File: config.mk
export PLATFORM = sky130hd
export DESIGN_NAME = adam_pause_gate
export DESIGN_NICKNAME = d
export VERILOG_FILES = /design/src/rtl/adam_pause_pkg.sv /design/src/rtl/adam_outstanding_cnt.sv /design/src/rtl/adam_pause_gate.sv
export SDC_FILE = /design/constraint.sdc
export NUM_CORES = 1
export LEC_CHECK = 0
export ABC_AREA = 1
export ABC_CLOCK_PERIOD_IN_PS = 2700
export BUFFER_PORTS_ARGS = -buffer_cell sky130_fd_sc_hd__buf_2
export CAP_MARGIN = 15
export CORE_AREA = 5 5 42 44
export DETAILED_ROUTE_END_ITERATION = 12
export DIE_AREA = 0 0 47 49
export HOLD_SLACK_MARGIN = 0.02
export SLEW_MARGIN = 10
export SYNTH_ARGS = -nofsm -noshare
export SYNTH_HDL_FRONTEND = slang
export SYNTH_SLANG_ARGS = --single-unit
File: constraint.sdc
create_clock -name clk -period 2.7 [get_ports clk]
set_input_delay 0.27 -clock clk [delete_from_list [all_inputs] [get_ports clk]]
set_output_delay 0.27 -clock clk [all_outputs]
set_load 0.02 [all_outputs]
File: src/rtl/adam_pause_pkg.sv
// Shared types and helpers for the pause gate.
//   pause_state_t : gate state (run, draining, paused)
//   outst_w       : width needed to hold a count of 0..n
package adam_pause_pkg;

  typedef enum logic [1:0] {
    StRun,
    StDrain,
    StPaused
  } pause_state_t;

  function automatic int unsigned outst_w(input int unsigned n);
    return $clog2(n + 1);
  endfunction

endpackage

File: src/rtl/adam_outstanding_cnt.sv
// Up/down in-flight counter, saturating at 0 and at MaxCount.
// Ports:
//   clk_i, rst_ni : clock, synchronous active-low reset
//   inc_i         : one transaction issued this cycle
//   dec_i         : one transaction retired this cycle
//   count_o       : current count
//   zero_next_o   : count will be zero after the coming edge
module adam_outstanding_cnt
  import adam_pause_pkg::*;
#(
  parameter int unsigned MaxCount = 4,
  parameter int unsigned Width    = outst_w(MaxCount)
) (
  input  logic             clk_i,
  input  logic             rst_ni,
  input  logic             inc_i,
  input  logic             dec_i,
  output logic [Width-1:0] count_o,
  output logic             zero_next_o
);

  logic [Width-1:0] count_q, count_d;

  always_comb begin
    count_d = count_q;
    if (inc_i && !dec_i && count_q != Width'(MaxCount)) begin
      count_d = count_q + 1'b1;
    end else if (dec_i && !inc_i && count_q != '0) begin
      count_d = count_q - 1'b1;
    end
  end

  always_ff @(posedge clk_i) begin
    if (!rst_ni) begin
      count_q <= '0;
    end else begin
      count_q <= count_d;
    end
  end

  assign count_o     = count_q;
  assign zero_next_o = (count_d == '0);

`ifndef SYNTHESIS
  // A response with nothing in flight means the downstream broke protocol.
  retire_when_empty: assert property (@(posedge clk_i) disable iff (!rst_ni)
    !(dec_i && count_q == '0));
`endif

endmodule

File: src/rtl/adam_pause_gate.sv
// Target-side pause handshake gate. On pause_req it closes the request path,
// waits for all in-flight transactions to retire, then raises pause_ack.
// Dropping pause_req lowers the ack and reopens the path on the same edge.
// Ports:
//   clk, rst_n            : clock, synchronous active-low reset
//   pause_req / pause_ack : four-phase pause handshake with the master
//   up_valid / up_ready   : upstream request handshake
//   dn_valid / dn_ready   : downstream request handshake
//   rsp_valid, rsp_ready  : response handshake, observed only
//   outstanding, busy     : in-flight count and its non-zero flag
//   drain_err             : sticky drain timeout flag
// Optional feature macro: ADAM_PAUSE_GATE_TIMEOUT_EN enables the drain timeout;
// without it DRAIN waits indefinitely and drain_err is tied low.
module adam_pause_gate
  import adam_pause_pkg::*;
#(
  parameter int unsigned MAX_OUTSTANDING = 4,
  parameter bit          RST_PAUSED      = 1'b1,
  parameter int unsigned TIMEOUT_CYCLES  = 1024
) (
  input  logic                               clk,
  input  logic                               rst_n,
  input  logic                               pause_req,
  output logic                               pause_ack,
  input  logic                               up_valid,
  output logic                               up_ready,
  output logic                               dn_valid,
  input  logic                               dn_ready,
  input  logic                               rsp_valid,
  input  logic                               rsp_ready,
  output logic [outst_w(MAX_OUTSTANDING)-1:0] outstanding,
  output logic                               busy,
  output logic                               drain_err
);

  localparam int unsigned CntW = outst_w(MAX_OUTSTANDING);

  if (MAX_OUTSTANDING < 1) begin : g_bad_max
    $error("MAX_OUTSTANDING must be at least 1");
  end
  if (TIMEOUT_CYCLES < 2) begin : g_bad_timeout
    $error("TIMEOUT_CYCLES must be at least 2");
  end

  pause_state_t state_q, state_d;
  logic         open, issue, retire, zero_next, timeout;

  assign open     = (state_q == StRun) && (outstanding < CntW'(MAX_OUTSTANDING));
  assign dn_valid = up_valid & open;
  assign up_ready = dn_ready & open;
  assign issue    = dn_valid & dn_ready;
  assign retire   = rsp_valid & rsp_ready;

  adam_outstanding_cnt #(
    .MaxCount (MAX_OUTSTANDING),
    .Width    (CntW)
  ) u_cnt (
    .clk_i       (clk),
    .rst_ni      (rst_n),
    .inc_i       (issue),
    .dec_i       (retire),
    .count_o     (outstanding),
    .zero_next_o (zero_next)
  );

  assign busy = (outstanding != '0);

  always_comb begin
    state_d = state_q;
    unique case (state_q)
      StRun:    if (pause_req) state_d = StDrain;
      StDrain: begin
        // Abort wins over completion: ack must never rise without a live req.
        if (!pause_req)     state_d = StRun;
        else if (zero_next) state_d = StPaused;
        else if (timeout)   state_d = StPaused;
      end
      StPaused: if (!pause_req) state_d = StRun;
      default:  state_d = StRun;
    endcase
  end

  always_ff @(posedge clk) begin
    if (!rst_n) begin
      state_q <= RST_PAUSED ? StPaused : StRun;
    end else begin
      state_q <= state_d;
    end
  end

  assign pause_ack = (state_q == StPaused);

`ifdef ADAM_PAUSE_GATE_TIMEOUT_EN
  localparam int unsigned TmrW = $clog2(TIMEOUT_CYCLES);

  logic [TmrW-1:0] tmr_q, tmr_d;
  logic            err_q, set_err;

  assign timeout = (tmr_q == TmrW'(TIMEOUT_CYCLES - 1));
  // Timeout only counts as an error when the drain did not finish on its own.
  assign set_err = (state_q == StDrain) && pause_req && !zero_next && timeout;
  assign tmr_d   = (state_q == StDrain && state_d == StDrain) ? tmr_q + 1'b1 : '0;

  always_ff @(posedge clk) begin
    if (!rst_n) begin
      tmr_q <= '0;
      err_q <= 1'b0;
    end else begin
      tmr_q <= tmr_d;
      err_q <= err_q | set_err;
    end
  end

  assign drain_err = err_q;
`else
  assign timeout   = 1'b0;
  assign drain_err = 1'b0;
`endif

endmodule

==> metrics.csv, run 1 <==
stage,metric,value,unit
critical_path,cp.required,2.84,ns
layout,area_growth,23.9,%
floorplanning,start_util,31.0,%
grt,grt_pass1_vias,367,
worst_hold_path,hold_class,input port to register,
yosys,synth_area_leaders,"dfxtp_1, nand2_1, ha_1",
place,gp_congestion,0.729,
power_and_ir_drop,p_switching,101,uW
timing,fin_crit,1.54,ns
grt,grt-ovfl-total,0,
yosys,ys_seq_elements,5,
layout,drive_above_1_share,45.2,%
critical_path,cp.arrival,1.68,ns
grt,antenna_found_initial,0,
timing,final.setup.worst_slack,1.16,ns
timing,skew,0.000674,ns
power_and_ir_drop,powerDensity,511,nW/um2
detailed_routing,drtPass1Iterations,2,
critical_path,cp-end-kind,register,
yosys,seq_area_frac_synth,23.1,%
critical_path,critPathTopFamily,simple AND/OR/NAND/NOR gates,
power_and_ir_drop,max-vdd-ir-drop,0.227,mV
critical_path,path_common_cell,nand2_1,
layout,multiInputGateArea,297,um2
power_and_ir_drop,seqPwrFrac,31.7,%
place,hpwl,685,um
timing,rsz0062_at_grt,false,
floorplanning,die_w,47,um
clock_network,cts_num_sinks,5,
detailed_routing,drc,0,
floorplanning,fp.dieArea,2300,um2
yosys,ys_types,21,
clock_network,cts_tree,done,
critical_path,cp_slowest_cell,dfxtp_1,
yosys,async_flop_share,0,%
detailed_routing,finalWirelength,777,um
yosys,synth_edf_count,0,
yosys,syn_inst,57,
detailed_routing,drt-wirelength-per-cell,8.73,um
clock_network,cts_hold_buf,0,
critical_path,critPathMaxStageDelay,0.36,ns
clock_network,clk_root_buffer_cell,clkbuf_4,
critical_path,crit_chain,inv_1 > ha_1 > a21oi_4 > nand2_1 > nand2_1 > nand2_1 > nand2_1 > nand3_2 > nor2_2 > nor2_2,
place,placement.io_buffers,13,
layout,antenna_cells,0,
critical_path,crit_fanout,4,
job,cap_violations,0,
yosys,synth_top_flop_cell,dfxtp_1,
place,pre_cts_slack,1.14,ns
layout,fillerInstances,167,
detailed_routing,vias,388,
yosys,syn_area_per_cell,7.62,um2
clock_network,clk_path_buf_depth,2,
critical_path,criticalPathCategory,register to register,
floorplanning,pin_count,15,
floorplanning,rows,14,
timing,tns,0,ns
grt,grt.total_usage,8.09,%
timing,hold_viol_final,0,
run_status,status,finished clean,
layout,fin_util,38.4,%
clock_network,cts.clk_slew.worst_paths,0.04,ns
detailed_routing,drtAntennaViolNets,0,
power_and_ir_drop,intPower,174,uW
floorplanning,core,1400,um2
detailed_routing,viasPerCell,4.36,
yosys,synth_nets,67,
critical_path,start_kind,register,
critical_path,crit_buf_inv,1,
yosys,yosysTopAreaCell,dfxtp_1,
yosys,synth_area,434,um2
clock_network,htree_num_levels,1,
clock_network,cts_buffers,3,
timing,slew_viol_final,0,
grt,grt_start_max_net_pins,7,
clock_network,cts_resized,0,
power_and_ir_drop,p_clk_share,31.1,%
yosys,synth_top_cell_area_share,23.1,%
clock_network,insertion_delay,0.24,ns
power_and_ir_drop,swShare,36.6,%
yosys,synth_most_common_cell,nand2_1,
timing,setup_viol,0,
clock_network,cts_setup_buffers,0,
timing,clock.fmax,648,MHz
yosys,synthTopCellsByCount,"nand2_1, inv_1, dfxtp_1, nand3_1",
power_and_ir_drop,p_leak,0.000275,uW
yosys,yosysWarnings,0,
timing,period_share,57.2,%
power_and_ir_drop,comb_power_share,37.2,%
layout,final_nets,84,
detailed_routing,initialDrtViolationCount,3,
grt,grt_first_pass_wirelength,1.37,mm
layout,seq_area,100,um2
floorplanning,die_h,49,um
-- power groups by stage --
stage / clock network [uW] / registers [uW] / logic, uW
6_report: 85.6 / 87.2 / 102
5_1_grt: 98.3 / 88.3 / 114
4_1_cts: 91.0 / 87.4 / 104
3_5_place_dp: 0 / 88.7 / 104
3_3_place_gp: 0 / 88.7 / 103
2_1_floorplan: 0 / 93.2 / 74.1
-- worst paths after layout --
kind | startpoint | slack (ns) | end | cells past startpoint
worst max register to register | u_cnt.count_o[0] | 1.16 | state_q[0] | 10
worst max-delay path | u_cnt.count_o[0] | 1.16 | state_q[0] | 10
worst min-delay path | rst_n | 0.31 | u_cnt.count_o[2] | 3
worst min register to register | state_q[0] | 0.56 | state_q[0] | 3
-- worst register-to-register path, stage by stage (launching register included) --
cell and delay (ns):
dfxtp_1 0.36, inv_1 0.09, ha_1 0.25, a21oi_4 0.19, nand2_1 0.11, nand2_1 0.08
nand2_1 0.04, nand2_1 0.08, nand3_2 0.10, nor2_2 0.10, nor2_2 0.03
-- registers in the layout (all words and copies together) (netlist names) --
name / count
u_cnt.count_o: 3
state_q: 2
-- cells in the final DEF, fill, tap and decap left out, types with 2 or more instances in the layout --
| cell type | Yosys | layout |
|---|---|---|
| nor2_1 | 4 | 4 |
| nand2_1 | 11 | 11 |
| dfxtp_1 | 5 | 5 |
| inv_1 | 6 | 6 |
| ha_1 | 3 | 3 |
| nand2_2 | 2 | 2 |
| clkbuf_4 | 0 | 3 |
| inv_2 | 2 | 2 |
| buf_2 | 0 | 13 |
| nor2_2 | 4 | 4 |
| nand3_1 | 5 | 5 |
| nand3_2 | 2 | 2 |
| nor2_4 | 2 | 2 |
| xnor2_1 | 2 | 2 |
-- routing by layer --
metal	vias to the layer above	global-route usage [%]	routed length, um	share of wire [%]
li1	209	-	-	-
met1	168	8.33	301	39
met2	9	13.3	412	53
met3	2	1.11	47	6.0
met4	0	6.91	17	2.2
met5	-	0	0	0
-- kinds of logic (layout without fill, tap and decap cells) --
kind of cell,after synthesis,count (layout),synth area share [%]
AOI/OAI and AO/OA,3,3,7.49
xor gates and xnor gates,2,2,4.04
and+or+nand+nor,34,34,47.3
other,1,1,0.864
DFF,5,5,23.1
buffers and inverters,9,25,8.65
adders and majority gates,3,3,8.65
-- per-stage QoR --
step | instance area [um2] | hold slack [ns] | power, uW | instances
2_1_floorplan | 434 | 0.422 | 167 | 57
3_3_place_gp | 512 | 0.550 | 191 | 85
3_5_place_dp | 512 | 0.548 | 192 | 85
4_1_cts | 538 | 0.307 | 283 | 89
5_1_grt | 538 | 0.324 | 301 | 89
6_report | 538 | 0.309 | 275 | 89
-- area by class of cell --
type / instances / share of cell area [%]
sequential: 5 / 18.6
tap: 16 / 3.72
inverter: 8 / 5.58
timing repair buffer: 13 / 12.1
clock buffer: 4 / 4.88
multi-input combinational: 43 / 55.1
Note: power is estimated with default switching activity, not from simulation.
==> inputs of run 2 (changes only) <==
--- a/config.mk
+++ b/config.mk
@@ -5,8 +5,8 @@
 export SDC_FILE = /design/constraint.sdc
 export NUM_CORES = 1
 export LEC_CHECK = 0
-export ABC_AREA = 1
-export ABC_CLOCK_PERIOD_IN_PS = 2700
+export ABC_AREA = 0
+export ABC_CLOCK_PERIOD_IN_PS = 1500
 export BUFFER_PORTS_ARGS = -buffer_cell sky130_fd_sc_hd__buf_2
 export CAP_MARGIN = 15
 export CORE_AREA = 5 5 42 44
==> constraint.sdc (replaced) <==
create_clock -name clk -period 1.5 [get_ports clk]
set_input_delay 0.15 -clock clk [delete_from_list [all_inputs] [get_ports clk]]
set_output_delay 0.15 -clock clk [all_outputs]
set_load 0.02 [all_outputs]
==> metrics.csv, run 2 <==
stage,metric,value,unit
floorplanning,start_util,28.5,%
timing,hold-worst-slack,0.136,ns
layout,final_cells,87,
yosys,async_flop_share,0,%
critical_path,crit_fanout,4,
timing,period_share,104,%
run_status,status,"complete, but fails checks",
detailed_routing,drc,0,
grt,grt.total_usage,10.3,%
grt,grt_first_pass_wirelength,1.71,mm
floorplanning,core,1400,um2
grt,grt_pass1_vias,397,
job,cap_violations,0,
floorplanning,pin_count,15,
critical_path,critPathMaxStageDelay,0.33,ns
power_and_ir_drop,seqPwrFrac,19.3,%
grt,grt_start_max_net_pins,6,
clock_network,cts.clk_slew.worst_paths,0.04,ns
detailed_routing,viasPerCell,4.77,
place,placement.io_buffers,13,
power_and_ir_drop,intPower,573,uW
detailed_routing,drtAntennaViolNets,0,
detailed_routing,drtPass1Iterations,2,
layout,drive_above_1_share,66.2,%
detailed_routing,vias,415,
yosys,synth_area,399,um2
yosys,syn_area_per_cell,9.50,um2
yosys,synthTopCellsByCount,"dfxtp_1, inv_1, nand2_1, nor2_1, ha_1",
yosys,synth_compound_area_share,24.8,%
critical_path,cp-end-kind,register,
grt,antenna_found_initial,0,
yosys,synth_mux_area_share,3.76,%
floorplanning,rows,14,
layout,fin_util,46.1,%
clock_network,cts_buffers,3,
worst_hold_path,hold_class,input port to register,
place,placedCellCount,82,
yosys,yosysWarnings,0,
yosys,synth_nets,52,
floorplanning,die_w,47,um
clock_network,insertion_delay,0.25,ns
timing,slew_viol_final,0,
power_and_ir_drop,p_leak,0.000299,uW
clock_network,htree_num_levels,1,
yosys,seq_area_frac_synth,25.1,%
critical_path,cp_slowest_cell,dfxtp_2,
layout,largest_reg_flops,3,
timing,skew,0.00194,ns
run_status,violations,setup timing,
yosys,syn_inst,42,
yosys,synth_top_family_by_area,simple AND/OR/NAND/NOR gates,
layout,final_cell_mix,"buf_2, buf_4, nand2_1",
critical_path,cp.required,1.63,ns
layout,area_growth,61.8,%
detailed_routing,initialDrtViolationCount,5,
timing,clock.fmax,638,MHz
critical_path,crit_chain,nor4b_4 > buf_4 > and3_4 > mux2_4 > a22oi_2 > o31a_1,
timing,fin_crit,1.57,ns
floorplanning,die_h,49,um
grt,grt-ovfl-total,0,
critical_path,cp.arrival,1.70,ns
yosys,synth_edf_count,0,
yosys,ys_seq_elements,5,
timing,final.setup.worst_slack,-0.0663,ns
clock_network,cts_num_sinks,5,
yosys,synth_top_flop_cell,dfxtp_1,
yosys,synthSimpleGateAreaFrac,28.2,%
floorplanning,fp.dieArea,2300,um2
power_and_ir_drop,comb_power_share,63.8,%
power_and_ir_drop,powerDensity,1450,nW/um2
detailed_routing,finalWirelength,1.01,mm
power_and_ir_drop,max-vdd-ir-drop,0.819,mV
yosys,synth_fa_ha_area_share,9.40,%
yosys,synth_top_cell_area_share,25.1,%
power_and_ir_drop,p_clk_share,16.9,%
place,hpwl,841,um
timing,setup_viol,2,
power_and_ir_drop,power.total,934,uW
yosys,synth_most_common_cell,dfxtp_1,
clock_network,clk_root_buffer_cell,clkbuf_4,
timing,hold_viol_final,0,
layout,final_cell_area,646,um2
yosys,ys_types,25,
power_and_ir_drop,swShare,38.6,%
critical_path,start_kind,register,
yosys,synth_xor_xnor_area_share,2.19,%
timing,rsz0062_at_grt,true,
clock_network,cts_tree,done,
layout,final_nets,82,
critical_path,criticalPathCategory,register to register,
yosys,yosysTopAreaCell,dfxtp_1,
detailed_routing,drt-wirelength-per-cell,11.6,um
clock_network,clk_path_buf_depth,2,
place,dpl_cell_area,577,um2
yosys,synth_area_leaders,"dfxtp_1, ha_1, nor4b_4",
place,gp_congestion,0.759,
layout,antenna_cells,0,
power_and_ir_drop,p_switching,360,uW
run 2: cell count changes after synthesis, moves of 2 or more:
cell,previous run,this run
inv_2,2,0
nor2_2,4,0
inv_1,6,4
nand2_1,11,4
nand3_1,5,2
and2_1,0,2
nand3_2,2,0
nor2_4,2,0
nand2_2,2,0
run 2: final timing paths:
| path | start | endpoint | slack (ns) | cells after the start |
|---|---|---|---|---|
| min reg2reg | state_q[0] | state_q[0] | 0.66 | 3 |
| max | state_q[0] | state_q[0] | -0.07 | 6 |
| max reg2reg | state_q[0] | state_q[0] | -0.07 | 6 |
| min | rst_n | state_q[1] | 0.14 | 2 |
run 2: logic make-up after synthesis:
kind of cell | Yosys count
AND/OR/NAND/NOR | 17
buffers and inverters | 5
multiplexers | 1
flip-flops | 5
AO/OA/AOI/OAI | 9
adder cells (fa/ha/maj) | 3
XOR/XNOR | 1
other | 1
run 2: metal layers:
layer / vias up / track usage (%) / routed length [um]
met3: 5 / 3.69 / 91
met1: 184 / 12.5 / 400
met4: 0 / 5.53 / 30
met2: 12 / 15.2 / 490
li1: 214 / - / -
met5: - / 0 / 0
run 2: repair_timing:
item                       in CTS  in global routing
setup endpoints to repair       3                  4
setup buffers                   1                  0
pin swaps                       1                  2
hold buffers                    0                  0
resized for setup               3                  5
run 2: stage by stage:
stage	worst slack, ns	setup TNS, ns
floorplan	-0.243	-0.761
global placement	-0.0839	-0.125
detailed placement	-0.0899	-0.186
CTS	-0.0535	-0.106
global route	-0.120	-0.212
finish	-0.0663	-0.101
run 2: worst max-delay path: cells and delay by family (launching register included):
family                 cells  cell delay (ns)
AO/OA/AOI/OAI              2             0.31
buffers and inverters      1             0.18
flip-flops                 1             0.33
multiplexers               1             0.16
AND/OR/NAND/NOR            2             0.47
run 2: power groups by stage:
stage                     logic, uW  registers (uW)  clock network, uW
after floorplan                 261             224                  0
after global placement          530             179                  0
after detailed placement        537             180                  0
after CTS                       566             178                163
after global routing            654             183                173
final                           596             180                157
run 2: final cells by class:
class                   count  area, um2
clock buffers               4       26.3
fillers                   150        756
inverters                   4       15.0
multi-input cells          32        314
flip-flops and latches      5        108
well taps                  16       20.0
repair buffers             26        163
